### config.mk
export PLATFORM = sky130hd
export DESIGN_NAME = fp_32_to_int_32
export DESIGN_NICKNAME = d
export VERILOG_FILES = /design/src/rtl/fp_32_to_int_32.sv
export SDC_FILE = /design/constraint.sdc
export NUM_CORES = 1
export LEC_CHECK = 0
export ABC_AREA = 1
export CORE_MARGIN = 1
export CORE_UTILIZATION = 25
export DETAILED_ROUTE_END_ITERATION = 12
export PLACE_DENSITY_LB_ADDON = 0.1
export SLEW_MARGIN = 20
export SYNTH_ARGS = -nofsm -noshare
export SYNTH_HDL_FRONTEND = slang
export SYNTH_SLANG_ARGS = --single-unit
### constraint.sdc
create_clock -name clk -period 5.6 [get_ports clk]
set_input_delay 1.68 -clock clk [delete_from_list [all_inputs] [get_ports clk]]
set_output_delay 1.68 -clock clk [all_outputs]
set_load 0.02 [all_outputs]
### src/rtl/fp_32_to_int_32.sv
// Converts IEEE-754 single to signed 32-bit integer, round-to-nearest-even, one-bit-per-cycle aligner.
// Latency: 1 edge for special operands, N+3 for normal ones; held in DONE until out_ready.
module fp_32_to_int_32 (
  input  logic        clk,
  input  logic        rst_n,
  input  logic        in_valid,
  output logic        in_ready,
  input  logic [31:0] fp_in,
  output logic        out_valid,
  input  logic        out_ready,
  output logic [31:0] int_out,
  output logic        inexact,
  output logic        invalid
);

  typedef enum logic [1:0] {IDLE, ALIGN, ROUND, DONE} state_t;

  state_t      state_q, state_d;
  logic [31:0] mag_q, mag_d;
  logic        guard_q, guard_d;
  logic        sticky_q, sticky_d;
  logic [4:0]  n_q, n_d;
  logic        left_q, left_d;
  logic        sign_q, sign_d;
  logic [31:0] int_q, int_d;
  logic        inexact_q, inexact_d;
  logic        invalid_q, invalid_d;

  logic [7:0]  in_exp;
  logic [22:0] in_frac;
  logic        in_nan;
  logic [7:0]  lshift;
  logic [7:0]  rshift;
  logic        inc;
  logic [31:0] rounded;

  assign in_exp  = fp_in[30:23];
  assign in_frac = fp_in[22:0];
  assign in_nan  = (in_exp == 8'd255) && (in_frac != 23'd0);
  // exp >= 150 means unbiased E >= 23 (left shift); otherwise right shift by 150-exp
  assign lshift  = in_exp - 8'd150;
  assign rshift  = 8'd150 - in_exp;
  assign inc     = guard_q & (sticky_q | mag_q[0]);
  assign rounded = mag_q + {31'd0, inc};

  always_ff @(posedge clk) begin
    if (!rst_n) begin
      state_q   <= IDLE;
      mag_q     <= '0;
      guard_q   <= 1'b0;
      sticky_q  <= 1'b0;
      n_q       <= '0;
      left_q    <= 1'b0;
      sign_q    <= 1'b0;
      int_q     <= '0;
      inexact_q <= 1'b0;
      invalid_q <= 1'b0;
    end else begin
      state_q   <= state_d;
      mag_q     <= mag_d;
      guard_q   <= guard_d;
      sticky_q  <= sticky_d;
      n_q       <= n_d;
      left_q    <= left_d;
      sign_q    <= sign_d;
      int_q     <= int_d;
      inexact_q <= inexact_d;
      invalid_q <= invalid_d;
    end
  end

  always_comb begin
    state_d   = state_q;
    mag_d     = mag_q;
    guard_d   = guard_q;
    sticky_d  = sticky_q;
    n_d       = n_q;
    left_d    = left_q;
    sign_d    = sign_q;
    int_d     = int_q;
    inexact_d = inexact_q;
    invalid_d = invalid_q;
    case (state_q)
      IDLE: begin
        if (in_valid) begin
          sign_d   = fp_in[31];
          mag_d    = {8'd0, (in_exp != 8'd0), in_frac};
          guard_d  = 1'b0;
          sticky_d = 1'b0;
          state_d  = DONE;
          // -2^31 is representable exactly, so it must be caught before the range check
          if (fp_in == 32'hCF00_0000) begin
            int_d     = 32'h8000_0000;
            invalid_d = 1'b0;
            inexact_d = 1'b0;
          end else if ((in_exp == 8'd255) || (in_exp >= 8'd158)) begin
            int_d     = (fp_in[31] && !in_nan) ? 32'h8000_0000 : 32'h7FFF_FFFF;
            invalid_d = 1'b1;
            inexact_d = 1'b0;
          end else if (in_exp == 8'd0) begin
            int_d     = '0;
            invalid_d = 1'b0;
            inexact_d = (in_frac != 23'd0);
          end else begin
            state_d = ALIGN;
            if (in_exp >= 8'd150) begin
              left_d = 1'b1;
              n_d    = lshift[4:0];
            end else begin
              left_d = 1'b0;
              n_d    = (rshift > 8'd25) ? 5'd25 : rshift[4:0];
            end
          end
        end
      end
      ALIGN: begin
        if (n_q != 5'd0) begin
          if (left_q) begin
            mag_d = {mag_q[30:0], 1'b0};
          end else begin
            mag_d    = {1'b0, mag_q[31:1]};
            guard_d  = mag_q[0];
            sticky_d = sticky_q | guard_q;
          end
          n_d = n_q - 5'd1;
        end else begin
          state_d = ROUND;
        end
      end
      ROUND: begin
        mag_d     = rounded;
        int_d     = sign_q ? (~rounded + 32'd1) : rounded;
        inexact_d = guard_q | sticky_q;
        invalid_d = 1'b0;
        state_d   = DONE;
      end
      DONE: begin
        if (out_ready) state_d = IDLE;
      end
      default: state_d = IDLE;
    endcase
  end

  assign in_ready  = (state_q == IDLE);
  assign out_valid = (state_q == DONE);
  assign int_out   = int_q;
  assign inexact   = inexact_q;
  assign invalid   = invalid_q;

endmodule

==> reports/results.txt, run 1 <==
Status: finished, final reports clean
Synthesized Nets: 1096
Final net count: 1150
Number of global-route vias before repair: 6998
CTS Buf Count: 9
PortBufs: 71
P_leak: 3.09 nW
Site row count: 58
Max-slew violations: 0
Synth area leaders: dfxtp_1 24%, nand2_1 15%, nor2_1 7.8%
Post-CTS resize count: 0
Clock transition at path regs: 0.06 ns
Post-synth ARST share: 0%
Most frequent cells in the layout: 248 x nand2_1, 131 x nor2_1, 102 x inv_1
Worst Setup Start Kind: input port
Critical Path RT: 5.85 ns
Layout cell share with drive strength beyond 1: 10.1%
Endpoints failing setup: 0
Slew @ Worst Pin: 0.766 ns
Post-Place Cells: 1418
Initial drt markers: 466
Mapped cell area: 6370 um^2
Setup crit end kind: flip-flop
Die height: 162 um
Post-synth top area cell: dfxtp_1
Worst path slowest cell: clkdlybuf4s50_1
CP max stage delay: 0.61 ns
Worst relative slew slack: 48.8%
Critical Path AT: 4.52 ns
Initial antenna violation count: 1
Worst skew pair latency: 0.35 ns
Final ANT Viol Nets: 0
Max Cap Viol: 0
Starting density of the core: 25.4%
Area Growth Syn to Fin: 22.0%
CP Cell Sequence: clkdlybuf4s50_1 > ha_1 > nand2_1 > nor3_1 > nand4_1 > nand4_1 > nand3_2 > nor2_4 > buf_4 > o21ai_0 > nand2_1 > inv_1
FF+latch count, synth: 77
Final Cycle Share: 76.2%
Total Neg Setup Slack: 0 ns
Max Freq: 234 MHz
Primary FF master, synth: dfxtp_1
Largest net degree at the start of global routing: 39
Max clock buf depth: 2
EDFF count, synth: 0
DP Wirelength: 19.1 mm
# clock sinks: 77
Worst Hold Class: reg2reg
Congestion Overflow GR: 0
CP bufs+invs: 3
Avg Inst Size Synth: 6.10 um^2
RD Place Congestion: 0.895
Die area: 26100 um^2
Core box area: 25100 um^2
Worst VDD drop: 0.198 mV
PD cells: 517 nW/um^2
Synth warn: 0
Total Power: 4.01 mW
RSZ-0062 raised after global routing: false
Finished Layout Cells: 1434
Sequential-to-total area share from yosys stat: 24.2%
CTS H-tree depth: 3
Post-CTS setup buffer count: 0
Clock Skew: 0.00630 ns
Post-route DRC: 0
GR Util All Layers: 19.5%
Yosys cell types: 50
Commonest non-fill, non-tap cell in the layout: nand2_1
DR WL/cell: 17.4 um
Top-area cell type share of the netlist area: 24.2%
Ant. Diodes: 0
Total wire length: 24.9 mm
Vias per inst: 4.90
Post-Synthesis Cells: 1045
Root Buffer: clkbuf_16
Via count of the routed design: 7027
WS Path Type: in2reg
Delay-heaviest family, CP: simple AND/OR/NAND/NOR gates
CTS tree: built
IO Pins: 72
First-pass GRT wire length: 39.1 mm
1st-pass router iterations: 5
Period minus WS final: 4.27 ns
Die width: 162 um
Crit path max fanout: 20
Post-CTS Hold Buffers: 0
Hold Vio Cnt, Final: 0
## final cells by class
cell class / instances / area [um^2]
Timing Repair Buffer: 84 / 808
Tap cell: 330 / 413
Multi-Input combinational cell: 809 / 4220
Inverter: 118 / 444
Fill cell: 2865 / 17300
Clock inverter: 7 / 121
Clock buffer: 9 / 225
Sequential cell: 77 / 1540
## cells by family (layout without fill, tap and decap cells)
kind of cell	after synthesis	count (layout)	synth area share [%]
compound gates	228	228	21.0
xor+xnor	11	11	1.51
buf+inv	159	218	9.64
simple gates	555	555	40.8
fa+ha+maj	15	15	2.95
flops	77	77	24.2
## cell usage after synthesis (5+ instances only)
cell      instances
a21oi_1          75
a221oi_1          9
buf_2             7
clkbuf_1         30
dfxtp_1          77
ha_1             15
inv_1           102
inv_2            11
nand2_1         248
nand2_2          21
nand3_1          71
nand3_2           5
nand3b_1          5
nand4_1          15
nor2_1          132
nor2_2           16
nor2_4           12
nor3_1           11
o211ai_1         22
o21ai_0          81
o21ai_1           6
o221ai_1         10
o22ai_1           7
xor2_1            7
## metrics by stage
stage	worst slack (ns)	utilization, %	instance area (um^2)	hold WS, ns
2_1_floorplan	2.30	-	6370	0.454
3_3_place_gp	0.934	29.6	7420	0.473
3_5_place_dp	0.939	29.6	7420	0.471
4_1_cts	1.30	30.9	7770	0.481
5_1_grt	0.991	30.9	7770	0.514
6_report	1.33	30.9	7770	0.485
## flip-flops by register name, summed over array words and instances, names as in the netlist, 2 cells and up
signal,cells
state_q,2
n_q,5
mag_q,32
int_out,32
## metal layers
layer	part of all wire [%]	GRT usage, %	vias up	routed length (um)
met5	0	0	-	0
met4	3.0	7.12	0	758
met3	4.2	2.62	36	1050
met2	49	35.0	157	12300
met1	43	23.6	3257	10800
li1	-	-	3577	-
## worst reg2reg max path: stages (launching register included)
cell,delay (ns)
dfxtp_1,0.37
inv_1,0.08
ha_1,0.33
nand2_1,0.63
clkinv_1,0.82
a221oi_1,0.48
o21ai_0,0.26
o211ai_1,0.17
a21oi_1,0.08
## where the power goes
group | total [mW] | leakage [nW] | internal, mW | switching [mW]
registers | 0.948 | 0.634 | 0.754 | 0.195
logic | 2.36 | 2.28 | 0.820 | 1.54
clock network | 0.706 | 0.170 | 0.439 | 0.267
## final timing paths
kind | slack [ns] | depth (start not counted) | start | endpoint
hold / removal | 0.49 | 2 | guard_q | guard_q
setup / recovery | 1.33 | 12 | fp_in[24] | int_out[9]
hold reg to reg | 0.49 | 2 | guard_q | guard_q
setup reg to reg | 2.25 | 8 | state_q[1] | mag_q[12]
No activity file was read; power rests on OpenSTA's default activity.
==> run 2: changes to the inputs <==
==> constraint.sdc (replaced) <==
create_clock -name clk -period 4.26 [get_ports clk]
set_input_delay 1.278 -clock clk [delete_from_list [all_inputs] [get_ports clk]]
set_output_delay 1.278 -clock clk [all_outputs]
set_load 0.02 [all_outputs]
==> run 2 against run 1 <==
Sequential cell count unchanged. First-iteration DRC count decreased by 10%. Die area did not move. Sequential share of layout area is 0.11 points lower. Largest power group unchanged.
==> reports/results.txt, run 2 (same netlist as run 1, synthesis figures left out) <==
Die height: 162 um (unchanged)
Crit path max fanout: 10 (-50%)
CTS H-tree depth: 3 (unchanged)
Most frequent cells in the layout: 248 x nand2_1, 131 x nor2_1, 102 x inv_1
Area Growth Syn to Fin: 22.7%
Worst relative slew slack: 56.8% (+8.0 points)
Delay-heaviest family, CP: buffers and inverters
Vias per inst: 4.93 (+0.52%)
RSZ-0062 raised after global routing: false
Worst path slowest cell: clkdlybuf4s50_1
1st-pass router iterations: 5 (unchanged)
First-pass GRT wire length: 39.2 mm (+0.25%)
Total Power: 5.21 mW (+30%)
WS Path Type: in2reg
CP bufs+invs: 4 (+1)
Starting density of the core: 25.4% (unchanged)
Switching Share: 50.3% (+0.48 points)
Site row count: 58 (unchanged)
PortBufs: 71 (unchanged)
Die area: 26100 um^2 (unchanged)
IO Pins: 72 (unchanged)
Worst VDD drop: 0.324 mV (+64%)
Critical Path RT: 4.49 ns (-1.36 ns)
Fillers: 2878 (+0.45%)
Clock transition at path regs: 0.07 ns (about the same)
Switching pwr: 2.62 mW (+31%)
Endpoints failing setup: 0 (unchanged)
Area occupied by registers: 1540 um^2 (unchanged)
PD cells: 667 nW/um^2 (+29%)
Max-slew violations: 0 (unchanged)
Int Pwr: 2.59 mW (+29%)
Total Neg Setup Slack: 0 ns (unchanged)
Final ANT Viol Nets: 0 (unchanged)
GR Util All Layers: 19.7% (+0.12 points)
Finished Layout Cells: 1444 (+0.70%)
Congestion Overflow GR: 0 (unchanged)
Die width: 162 um (unchanged)
Initial drt markers: 419 (-10%)
Via count of the routed design: 7113 (+1.2%)
Period minus WS final: 3.39 ns
Final Cycle Share: 79.7%
CTS Buf Count: 9 (unchanged)
CP Cell Sequence: clkdlybuf4s50_1 > ha_1 > nand2_1 > nor3_1 > nand4_1 > and2_1 > and2_1 > nor2_4 > buf_12 > buf_12 > buf_4 > a21oi_1
Logic pwr share: 61.4% (+2.6 points)
Setup crit end kind: flip-flop
P_leak: 3.12 nW (+0.93%)
DR WL/cell: 17.3 um (-0.30%)
Worst Hold Class: reg2reg
Flop pwr share: 23.9% (+0.3 points)
DP Wirelength: 19.3 mm (+1.4%)
Worst Setup Start Kind: input port
Core box area: 25100 um^2 (unchanged)
CTS tree: built
Status: finished, final reports clean
Max Cap Viol: 0 (unchanged)
Clock Skew: 0.00794 ns (+0.00164 ns)
Final net count: 1160 (+0.87%)
Clock power frac: 14.7% (-2.9 points)
Worst skew pair latency: 0.35 ns (about the same)
RD Place Congestion: 0.881 (-1.6%)
Total wire length: 25.0 mm (+0.39%)
Max clock buf depth: 2 (unchanged)
Post-CTS resize count: 0 (unchanged)
Number of global-route vias before repair: 7078 (+1.1%)
Post-CTS setup buffer count: 0 (unchanged)
Hold Vio Cnt, Final: 0 (unchanged)
Post-CTS Hold Buffers: 0 (unchanged)
Commonest non-fill, non-tap cell in the layout: nand2_1
Largest net degree at the start of global routing: 37 (-5.1%)
Root Buffer: clkbuf_16
Ant. Diodes: 0 (unchanged)
Max Freq: 295 MHz
Initial antenna violation count: 0 (-1)
Post-Place Cells: 1428 (+0.71%)
# clock sinks: 77 (unchanged)
Post-route DRC: 0 (unchanged)
CP max stage delay: 0.63 ns (+0.02 ns)
Critical Path AT: 3.62 ns (-0.90 ns)
Slew @ Worst Pin: 0.648 ns (-0.117 ns)
Area of the multi-input gates: 4220 um^2 (unchanged)
Layout cell share with drive strength beyond 1: 10.8% (+0.72 points)
==> run 2: cell types whose count changed in the layout (fill, tap and decap cells not counted), sizes merged <==
cell	delta
buf	+10
bufinv	-3
clkbuf	+3
inv	-2
clkinv	+1
clkinvlp	+1
==> run 2: final timing paths <==
| check | start | endpoint | slack (ns) | cells after the start |
|---|---|---|---|---|
| min reg2reg | guard_q | guard_q | 0.49 | 2 |
| max | fp_in[25] | int_out[14] | 0.87 | 12 |
| min | guard_q | guard_q | 0.49 | 2 |
| max reg2reg | mag_q[0] | int_out[28] | 1.27 | 17 |
==> run 2: metal layers <==
metal / global-route usage (%) / wire length (um)
met2: 35.5 / 12600
met5: 0 / 0
met3: 2.59 / 1110
met1: 23.6 / 10700
met4: 6.95 / 672
==> run 2: cell type report <==
| type | count | area share (%) |
|---|---|---|
| clock buffer | 12 | 3.28 |
| tap | 330 | 5.28 |
| timing repair buffer | 94 | 11.8 |
| sequential | 77 | 19.7 |
| inverter | 118 | 5.68 |
| clock inverter | 4 | 0.288 |
| multi-input combinational | 809 | 54.0 |
==> run 2: tightest hold or removal path: stages (launching register included) <==
cell and delay, ns:
dfxtp_1 0.33, nand2_1 0.07, a21oi_1 0.05
==> run 2: through the flow <==
stage | utilization, % | hold slack (ns) | worst slack (ns) | area (um^2)
3_3_place_gp | 30.0 | 0.474 | 0.474 | 7540
2_1_floorplan | - | 0.454 | 1.37 | 6370
4_1_cts | 31.1 | 0.487 | 0.853 | 7820
6_report | 31.1 | 0.489 | 0.865 | 7820
3_5_place_dp | 30.0 | 0.473 | 0.491 | 7540
5_1_grt | 31.1 | 0.514 | 0.588 | 7820
==> run 2: power by group through the flow <==
stage          registers (mW)  clock network [mW]  logic [mW]
2_1_floorplan            1.37                   0        1.93
3_3_place_gp             1.27                   0        3.25
3_5_place_dp             1.27                   0        3.24
4_1_cts                  1.25               0.793        3.24
5_1_grt                  1.29               0.808        3.56
6_report                 1.25               0.765        3.20
